**src/rtl/image_mem_arbiter_if.sv**
```systemverilog
// Writer request and image RAM port signals shared by the arbiter and its neighbours.
// slave = arbiter side, master = writer/RAM side.
interface image_mem_arbiter_if #(
   parameter int ADDR_W = 12,
   parameter int DATA_W = 8
);
   logic              wr_valid;
   logic              wr_ready;
   logic [ADDR_W-1:0] wr_addr;
   logic [DATA_W-1:0] wr_data;
   logic [ADDR_W-1:0] mem_addr;
   logic              mem_we;
   logic [DATA_W-1:0] mem_wdata;
   logic [DATA_W-1:0] mem_rdata;

   modport slave (
      input  wr_valid, wr_addr, wr_data, mem_rdata,
      output wr_ready, mem_addr, mem_we, mem_wdata
   );

   modport master (
      output wr_valid, wr_addr, wr_data, mem_rdata,
      input  wr_ready, mem_addr, mem_we, mem_wdata
   );
endinterface

```
**src/rtl/image_mem_arbiter.sv**
```systemverilog
// Single-port image RAM arbiter: display reads own the port while frame_imagem is high,
// queued writer requests drain otherwise. Optional WR_STALL_CNT_EN adds a stall_count output.
//
// state | meaning (what the RAM port does in the next cycle)
// IDLE  | no access; mem_addr/mem_wdata hold
// READ  | display read at rd_ptr
// WRITE | write of the FIFO head
module image_mem_arbiter #(
   parameter int ADDR_W     = 12,
   parameter int DATA_W     = 8,
   parameter int FIFO_DEPTH = 4
) (
   input  logic                        clk,
   input  logic                        reset,
   input  logic                        frame_imagem,
   input  logic                        zerar,
   image_mem_arbiter_if.slave          bus,
   output logic [DATA_W-1:0]           pixel,
   output logic                        pixel_valid,
   output logic [$clog2(FIFO_DEPTH):0] fifo_level
`ifdef WR_STALL_CNT_EN
   ,
   output logic [15:0]                 stall_count
`endif
);
   localparam int PTR_W = $clog2(FIFO_DEPTH);
   localparam int LVL_W = PTR_W + 1;

   typedef enum logic [1:0] {IDLE, READ, WRITE} state_t;

   state_t            state_q, state_d;
   logic [ADDR_W-1:0] rd_ptr;
   logic [ADDR_W-1:0] fifo_addr [FIFO_DEPTH];
   logic [DATA_W-1:0] fifo_data [FIFO_DEPTH];
   logic [PTR_W-1:0]  head, tail;
   logic              full, not_empty, push, pop;
   logic              rd_d2;

   // ready depends on the registered level only, so a pop never frees a slot in the same cycle
   assign full         = (fifo_level == LVL_W'(FIFO_DEPTH));
   assign not_empty    = (fifo_level != '0);
   assign bus.wr_ready = !full;
   assign push         = bus.wr_valid && !full;
   assign pop          = (state_d == WRITE);

   always_comb begin
      state_d = IDLE;
      if (frame_imagem)   state_d = READ;
      else if (not_empty) state_d = WRITE;
   end

   always_ff @(posedge clk) begin
      if (reset) begin
         state_q       <= IDLE;
         bus.mem_addr  <= '0;
         bus.mem_we    <= 1'b0;
         bus.mem_wdata <= '0;
      end else begin
         state_q    <= state_d;
         bus.mem_we <= (state_d == WRITE);
         case (state_d)
            READ:  bus.mem_addr <= rd_ptr;
            WRITE: begin
               bus.mem_addr  <= fifo_addr[head];
               bus.mem_wdata <= fifo_data[head];
            end
            default: ;
         endcase
      end
   end

   always_ff @(posedge clk) begin
      if (reset)             rd_ptr <= '0;
      else if (zerar)        rd_ptr <= '0;
      else if (frame_imagem) rd_ptr <= rd_ptr + 1'b1;
   end

   always_ff @(posedge clk) begin
      if (push) begin
         fifo_addr[tail] <= bus.wr_addr;
         fifo_data[tail] <= bus.wr_data;
      end
   end

   always_ff @(posedge clk) begin
      if (reset) begin
         head       <= '0;
         tail       <= '0;
         fifo_level <= '0;
      end else begin
         if (push) tail <= tail + PTR_W'(1);
         if (pop)  head <= head + PTR_W'(1);
         case ({push, pop})
            2'b10:   fifo_level <= fifo_level + LVL_W'(1);
            2'b01:   fifo_level <= fifo_level - LVL_W'(1);
            default: ;
         endcase
      end
   end

   // state_q == READ marks the cycle the address is on the RAM; data arrives one cycle later
   always_ff @(posedge clk) begin
      if (reset) begin
         rd_d2       <= 1'b0;
         pixel_valid <= 1'b0;
         pixel       <= '0;
      end else begin
         rd_d2       <= (state_q == READ);
         pixel_valid <= rd_d2;
         if (rd_d2) pixel <= bus.mem_rdata;
      end
   end

`ifdef WR_STALL_CNT_EN
   always_ff @(posedge clk) begin
      if (reset)
         stall_count <= '0;
      else if (bus.wr_valid && !bus.wr_ready && stall_count != 16'hFFFF)
         stall_count <= stall_count + 16'd1;
   end
`endif
endmodule

```
**src/flat_wrapper.sv**
```systemverilog
// flat-port wrapper written by rule: the top's interface ports become plain ports
module image_mem_arbiter_flat 
#(
   parameter int ADDR_W     = 12,
   parameter int DATA_W     = 8,
   parameter int FIFO_DEPTH = 4
)
  (clk, reset, frame_imagem, zerar, pixel, pixel_valid, fifo_level, bus_wr_valid, bus_wr_addr, bus_wr_data, bus_mem_rdata, bus_wr_ready, bus_mem_addr, bus_mem_we, bus_mem_wdata);
  image_mem_arbiter_if #(.ADDR_W(ADDR_W), .DATA_W(DATA_W)) bus_i ();
  input  logic clk;
  input  logic reset;
  input  logic frame_imagem;
  input  logic zerar;
  output logic [DATA_W-1:0] pixel;
  output logic pixel_valid;
  output logic [$clog2(FIFO_DEPTH):0] fifo_level;
  input wire logic [$bits(bus_i.wr_valid)-1:0] bus_wr_valid;
  input wire logic [$bits(bus_i.wr_addr)-1:0] bus_wr_addr;
  input wire logic [$bits(bus_i.wr_data)-1:0] bus_wr_data;
  input wire logic [$bits(bus_i.mem_rdata)-1:0] bus_mem_rdata;
  output wire logic [$bits(bus_i.wr_ready)-1:0] bus_wr_ready;
  output wire logic [$bits(bus_i.mem_addr)-1:0] bus_mem_addr;
  output wire logic [$bits(bus_i.mem_we)-1:0] bus_mem_we;
  output wire logic [$bits(bus_i.mem_wdata)-1:0] bus_mem_wdata;
  assign bus_i.wr_valid = bus_wr_valid;
  assign bus_i.wr_addr = bus_wr_addr;
  assign bus_i.wr_data = bus_wr_data;
  assign bus_i.mem_rdata = bus_mem_rdata;
  assign bus_wr_ready = bus_i.wr_ready;
  assign bus_mem_addr = bus_i.mem_addr;
  assign bus_mem_we = bus_i.mem_we;
  assign bus_mem_wdata = bus_i.mem_wdata;
  image_mem_arbiter #(.ADDR_W(ADDR_W), .DATA_W(DATA_W), .FIFO_DEPTH(FIFO_DEPTH)) u_core (.clk(clk), .reset(reset), .frame_imagem(frame_imagem), .zerar(zerar), .bus(bus_i), .pixel(pixel), .pixel_valid(pixel_valid), .fifo_level(fifo_level));
endmodule
```
**config.mk**
```make
export PLATFORM = sky130hd
export DESIGN_NAME = image_mem_arbiter_flat
export DESIGN_NICKNAME = d
export VERILOG_FILES = /design/src/rtl/image_mem_arbiter_if.sv /design/src/rtl/image_mem_arbiter.sv /design/src/flat_wrapper.sv
export SDC_FILE = /design/constraint.sdc
export NUM_CORES = 1
export LEC_CHECK = 0
export CORE_MARGIN = 4
export CORE_UTILIZATION = 38
export CTS_CLUSTER_DIAMETER = 150
export DETAILED_ROUTE_END_ITERATION = 6
export DONT_BUFFER_PORTS = 1
export PLACE_DENSITY_LB_ADDON = 0.12
export SYNTH_ARGS = -nofsm -noshare
export SYNTH_HDL_FRONTEND = slang
export SYNTH_SLANG_ARGS = --single-unit
```
**constraint.sdc**
```tcl
create_clock -name clk -period 6.5 [get_ports clk]
set_clock_uncertainty 0.15 [all_clocks]
set_input_delay 1.95 -clock clk [delete_from_list [all_inputs] [get_ports clk]]
set_output_delay 1.95 -clock clk [all_outputs]
set_load 0.01 [all_outputs]
```
==> flow_summary.yaml, run 1 <==
run_status:
  outcome: "complete, no violations"
synthesis:
  ys_types: 44
  synthAdderAreaFrac: 0.0183
  synth-async-reset-ratio: 0
  synth_enable_flop_cells: 80
  postSynthCellCount: 347
  syn_nets: 387
  synth_mux_area_frac: 0.104
  synth_top_family_by_area: "multiplexers"
  yosys_warnings: 0
  avgSynthCellArea_um2: 15.0
  synth_area_um2: 5200
  synthFlopType: "edfxtp_1"
  ys_ff_latch: 134
  synthXorXnorAreaFrac: 0.0101
  ys_seq_area_frac: 0.670
  yosys.area_share.simple: 0.0807
  synth-compound-area-share: 0.0833
power:
  seqPwrFrac: 0.483
  ir_worst_vdd_mv: 0.209
  clockPowerShare: 0.385
  combPwrFrac: 0.132
  p_sw_mw: 0.606
  p_int_mw: 1.65
  leakage_nw: 1.91
  power_density_nw_per_um2: 385
  swShare: 0.268
sta:
  setup_viol: 0
  worst_pin_slew_ps: 1090
  finalCriticalPeriod_ps: 3570
  drv_slew: 0
  slew_headroom: 0.275
  rsz0062_at_grt: "no"
  fin_crit_sh: 0.549
  timing_hold_violations_final: 0
  clock.fmax_ghz: 0.280
  finalSetupTns_ps: 0
clock_tree:
  clock_sinks: 134
  cts_max_level: 4
  cts_tree: "yes"
  clk-insertion-delay-late_ps: 410
  clk_pin_slew_ps: 60
  cts_buffers: 17
  cts_setup_buffers: 0
  cts_resized: 0
  cts_hold_buf: 0
  clockBufferDepth: 2
  cts-root-buf: "clkbuf_16"
hold_path:
  hold_start: "u_core.state_q[1]"
  min_path_type: "flop to flop"
finish:
  fillers: 1196
  nNetsFinal: 389
  drive_above_1_share: 0.185
  multiInputGateArea_um2: 1540
  final_util: 0.442
  antenna_cells: 0
  final_area_um2: 5880
  synthToLayoutAreaGrowth_pct: 13.1
  seqCellArea_um2: 3480
placed_design:
  postPlaceCellArea_um2: 5330
  place_congestion: 0.731
  portBuffers: 0
  dp_hpwl_mm: 6.33
setup_path:
  arrival_ps: 1470
  crit_chain: "or3b_1"
  cp-startpoint: "u_core.fifo_level[2]"
  path_class: "flop to output pin"
  slowest_delay_ps: 560
  crit_buf_inv: 0
  cp_max_fo: 10
  required_ps: 4400
  crit_family: "simple AND/OR/NAND/NOR gates"
  reg2reg_from: "u_core.fifo_level[0]"
  startpoint_type: "flop"
  slowest_stage: "or3b_1"
  crit_path_end_kind: "output pin"
detailed_routing:
  viasPerCell: 5.11
  drc: 0
  wire_per_inst_um: 18.6
  antenna_left: 0
  totalWireLength_mm: 9.99
  firstDrtPassIters: 4
  vias: 2751
  drt_iter0_markers: 208
die:
  die_w_um: 125
  initial_utilization: 0.391
  core_um2: 13300
  dieArea_um2: 15600
  die_h_um: 125
  io_pins: 67
  rows: 42
grt:
  grt_pass1_vias: 2781
  grt_pass1_wl_mm: 16.0
  grt-ovfl-total: 0
  antenna_found_initial: 0
  grt_usage: 0.136
  grt_max_degree: 44
flow_run:
  drv_cap: 0
stage by stage:
| step | worst slack, ps | total power, mW | hold slack, ps | cells |
|---|---|---|---|---|
| final | 2930 | 2.26 | 238 | 538 |
| after global routing | 2850 | 2.38 | 260 | 538 |
| after CTS | 2900 | 2.30 | 242 | 538 |
| after detailed placement | 2620 | 1.42 | 235 | 506 |
| after global placement | 2710 | 1.41 | 230 | 506 |
| after floorplan | 2720 | 1.34 | 222 | 347 |
power groups by stage:
stage | Sequential, mW | Clock, mW | Combinational (mW)
3_3_place_gp | 1.11 | 0 | 0.299
5_1_grt | 1.11 | 0.939 | 0.333
2_1_floorplan | 1.06 | 0 | 0.285
4_1_cts | 1.10 | 0.898 | 0.304
3_5_place_dp | 1.12 | 0 | 0.304
6_report | 1.09 | 0.871 | 0.298
final cells by class:
class / instances / share of cell area
sequential: 134 / 0.593
clock inverter: 13 / 0.0185
tap: 176 / 0.0375
timing repair buffer: 3 / 0.00383
inverter: 18 / 0.0115
clock buffer: 19 / 0.0737
multi-input combinational: 175 / 0.262
per-layer routing:
metal,vias up,routed length (µm),GRT usage
li1,1324,-,-
met1,1358,4350,0.168
met2,64,4850,0.208
met3,5,695,0.0665
met4,0,91,0.0497
met5,-,0,0
flip-flops by register name (all words and copies together), names as in the netlist, named ones only:
register and cells:
u_core.fifo_addr 48, u_core.fifo_data 32, u_core.bus.mem_addr 12, u_core.rd_ptr 12
u_core.bus.mem_wdata 8, u_core.pixel 8, u_core.fifo_level 3, u_core.head 2
u_core.state_q 2, u_core.tail 2, u_core.bus.mem_we 1, u_core.pixel_valid 1
u_core.rd_d2 1
logic make-up (layout without fill, tap and decap cells):
| group | Yosys count | in the layout |
|---|---|---|
| AO/OA/AOI/OAI | 58 | 58 |
| XOR/XNOR | 6 | 6 |
| adder cells (fa/ha/maj) | 7 | 7 |
| buffers and inverters | 38 | 53 |
| flip-flops | 134 | 134 |
| multiplexers | 29 | 29 |
| AND/OR/NAND/NOR | 75 | 75 |
worst paths after layout:
kind,to,slack [ps],cells past startpoint
setup / recovery,bus_wr_ready,2930,1
hold / removal,u_core.rd_d2,240,1
setup reg to reg,u_core.fifo_level[2],3810,8
hold reg to reg,u_core.rd_d2,240,1
cell usage after synthesis, types with 3 or more instances:
| library cell | n | share of area |
|---|---|---|
| buf_1 | 3 | 0.0022 |
| mux2i_1 | 9 | 0.017 |
| inv_1 | 18 | 0.013 |
| nand2b_1 | 8 | 0.0096 |
| or4_1 | 4 | 0.0058 |
| nand4_1 | 5 | 0.0060 |
| mux4_2 | 20 | 0.087 |
| o2bb2ai_1 | 8 | 0.013 |
| dfxtp_1 | 54 | 0.21 |
| o31ai_1 | 4 | 0.0058 |
| ha_1 | 6 | 0.014 |
| and3_1 | 4 | 0.0048 |
| buf_2 | 6 | 0.0058 |
| nand2_1 | 16 | 0.012 |
| a21oi_1 | 24 | 0.023 |
| clkbuf_1 | 7 | 0.0051 |
| a221oi_2 | 6 | 0.017 |
| o21ai_0 | 3 | 0.0029 |
| edfxtp_1 | 80 | 0.46 |
| nand3_1 | 3 | 0.0029 |
| nor2_1 | 17 | 0.012 |
| a221oi_1 | 6 | 0.010 |
| or3_1 | 4 | 0.0048 |
| xnor2_1 | 4 | 0.0067 |
cell usage in the layout, fill, tap and decap left out, types with 5 or more instances in the layout:
cell type / instances
edfxtp_1: 80
dfxtp_1: 54
a21oi_1: 24
mux4_2: 20
inv_1: 18
nor2_1: 17
clkbuf_16: 17
nand2_1: 16
mux2i_1: 9
nand2b_1: 8
o2bb2ai_1: 8
a221oi_2: 6
a221oi_1: 6
ha_1: 6
nand4_1: 5
clkinv_2: 5
(Power assumes the default switching activity.)
==> run 2: changes to the inputs <==
clock period = 3.14 ns   (was 6.5 ns; I/O delays follow)
==> flow_summary.yaml, run 2 (synthesis results as in run 1) <==
run_status:
  outcome: "complete, no violations"
detailed_routing:
  drc: 0
  firstDrtPassIters: 5
  totalWireLength_mm: 9.98
  viasPerCell: 5.09
  antenna_left: 0
  wire_per_inst_um: 18.4
  vias: 2759
  drt_iter0_markers: 225
grt:
  antenna_found_initial: 0
  grt-ovfl-total: 0
  grt_pass1_wl_mm: 16.3
  grt_usage: 0.136
  grt_max_degree: 44
  grt_pass1_vias: 2821
die:
  core_um2: 13300
  initial_utilization: 0.391
  io_pins: 67
  die_h_um: 125
  die_w_um: 125
  rows: 42
  dieArea_um2: 15600
power:
  power.total_mw: 4.88
  power_density_nw_per_um2: 820
  ir_worst_vdd_mv: 0.465
  leakage_nw: 1.95
clock_tree:
  clk-insertion-delay-late_ps: 420
  clockBufferDepth: 2
  cts_max_level: 4
  cts_setup_buffers: 0
  cts_hold_buf: 0
  cts-root-buf: "clkbuf_16"
  cts_buffers: 17
  cts_tree: "yes"
  cts_resized: 0
  clock_sinks: 134
  clk_pin_slew_ps: 60
sta:
  timing_hold_violations_final: 0
  finalSetupTns_ps: 0
  fin_crit_sh: 0.841
  worst_pin_slew_ps: 679
  finalCriticalPeriod_ps: 2640
  clock.fmax_ghz: 0.379
  drv_slew: 0
  setup_viol: 0
  rsz0062_at_grt: "no"
  slew_headroom: 0.547
finish:
  synthToLayoutAreaGrowth_pct: 14.6
  drive_above_1_share: 0.194
  top_regs: "u_core.fifo_addr: 48 flops, u_core.fifo_data: 32 flops"
  layout_common_cells: "edfxtp_1 (80), dfxtp_1 (54), a21oi_1 (24)"
  final_area_um2: 5950
  antenna_cells: 0
  fillers: 1188
  regMostFlops: "u_core.fifo_addr"
  largest_reg_flops: 48
  final_cell_count_no_fill: 542
  nNetsFinal: 393
  final_common_cell: "edfxtp_1"
placed_design:
  portBuffers: 0
  dpl.cell_count: 510
  place_congestion: 0.674
  dp_hpwl_mm: 6.20
  postPlaceCellArea_um2: 5360
hold_path:
  min_path_type: "flop to flop"
setup_path:
  crit_path_end_kind: "flop"
  startpoint_type: "flop"
  cp_max_fo: 10
  required_ps: 3330
  path_class: "flop to flop"
  arrival_ps: 2830
flow_run:
  drv_cap: 0
run 2: metal layers:
layer,track usage,vias up,routed length (µm)
met4,0.0542,0,175
met3,0.0657,13,719
met2,0.194,63,4550
li1,-,1336,-
met5,0,-,0
met1,0.180,1347,4540
run 2: power by group:
part,internal [mW],switching [mW],leakage (nW),total (mW)
registers,2.05,0.170,1.17,2.22
clock network,1.25,0.729,0.280,1.98
logic,0.316,0.372,0.490,0.688
total,3.61,1.27,1.95,4.88
run 2: final cells by class:
type / instances / area [µm²] / area share
Sequential cell: 134 / 3480 / 0.585
Clock inverter: 12 / 154 / 0.0258
Timing Repair Buffer: 7 / 52.6 / 0.00883
Multi-Input combinational cell: 175 / 1540 / 0.259
Tap cell: 176 / 220 / 0.0370
Inverter: 18 / 67.6 / 0.0113
Clock buffer: 20 / 437 / 0.0733
run 2: worst paths after layout:
| check | cells after the start | slack [ps] | from | to |
|---|---|---|---|---|
| hold / removal | 1 | 240 | u_core.state_q[1] | u_core.rd_d2 |
| hold reg to reg | 1 | 240 | u_core.state_q[1] | u_core.rd_d2 |
| setup / recovery | 8 | 500 | u_core.fifo_level[2] | u_core.fifo_level[2] |
| setup reg to reg | 8 | 500 | u_core.fifo_level[2] | u_core.fifo_level[2] |
run 2: critical path, stage by stage (launching register included):
cell and delay [ps]:
dfxtp_1 500, or3b_1 560, nand2_1 130, ha_1 180, inv_1 60, fa_1 370, xor2_1 160, or3_1 300
a21oi_1 160
run 2: per-stage QoR:
stage	worst slack, ps	hold slack (ps)	util
finish	498	242	0.448
global route	360	259	0.448
CTS	489	242	0.448
detailed placement	513	229	0.403
global placement	582	233	0.403
floorplan	365	222	-
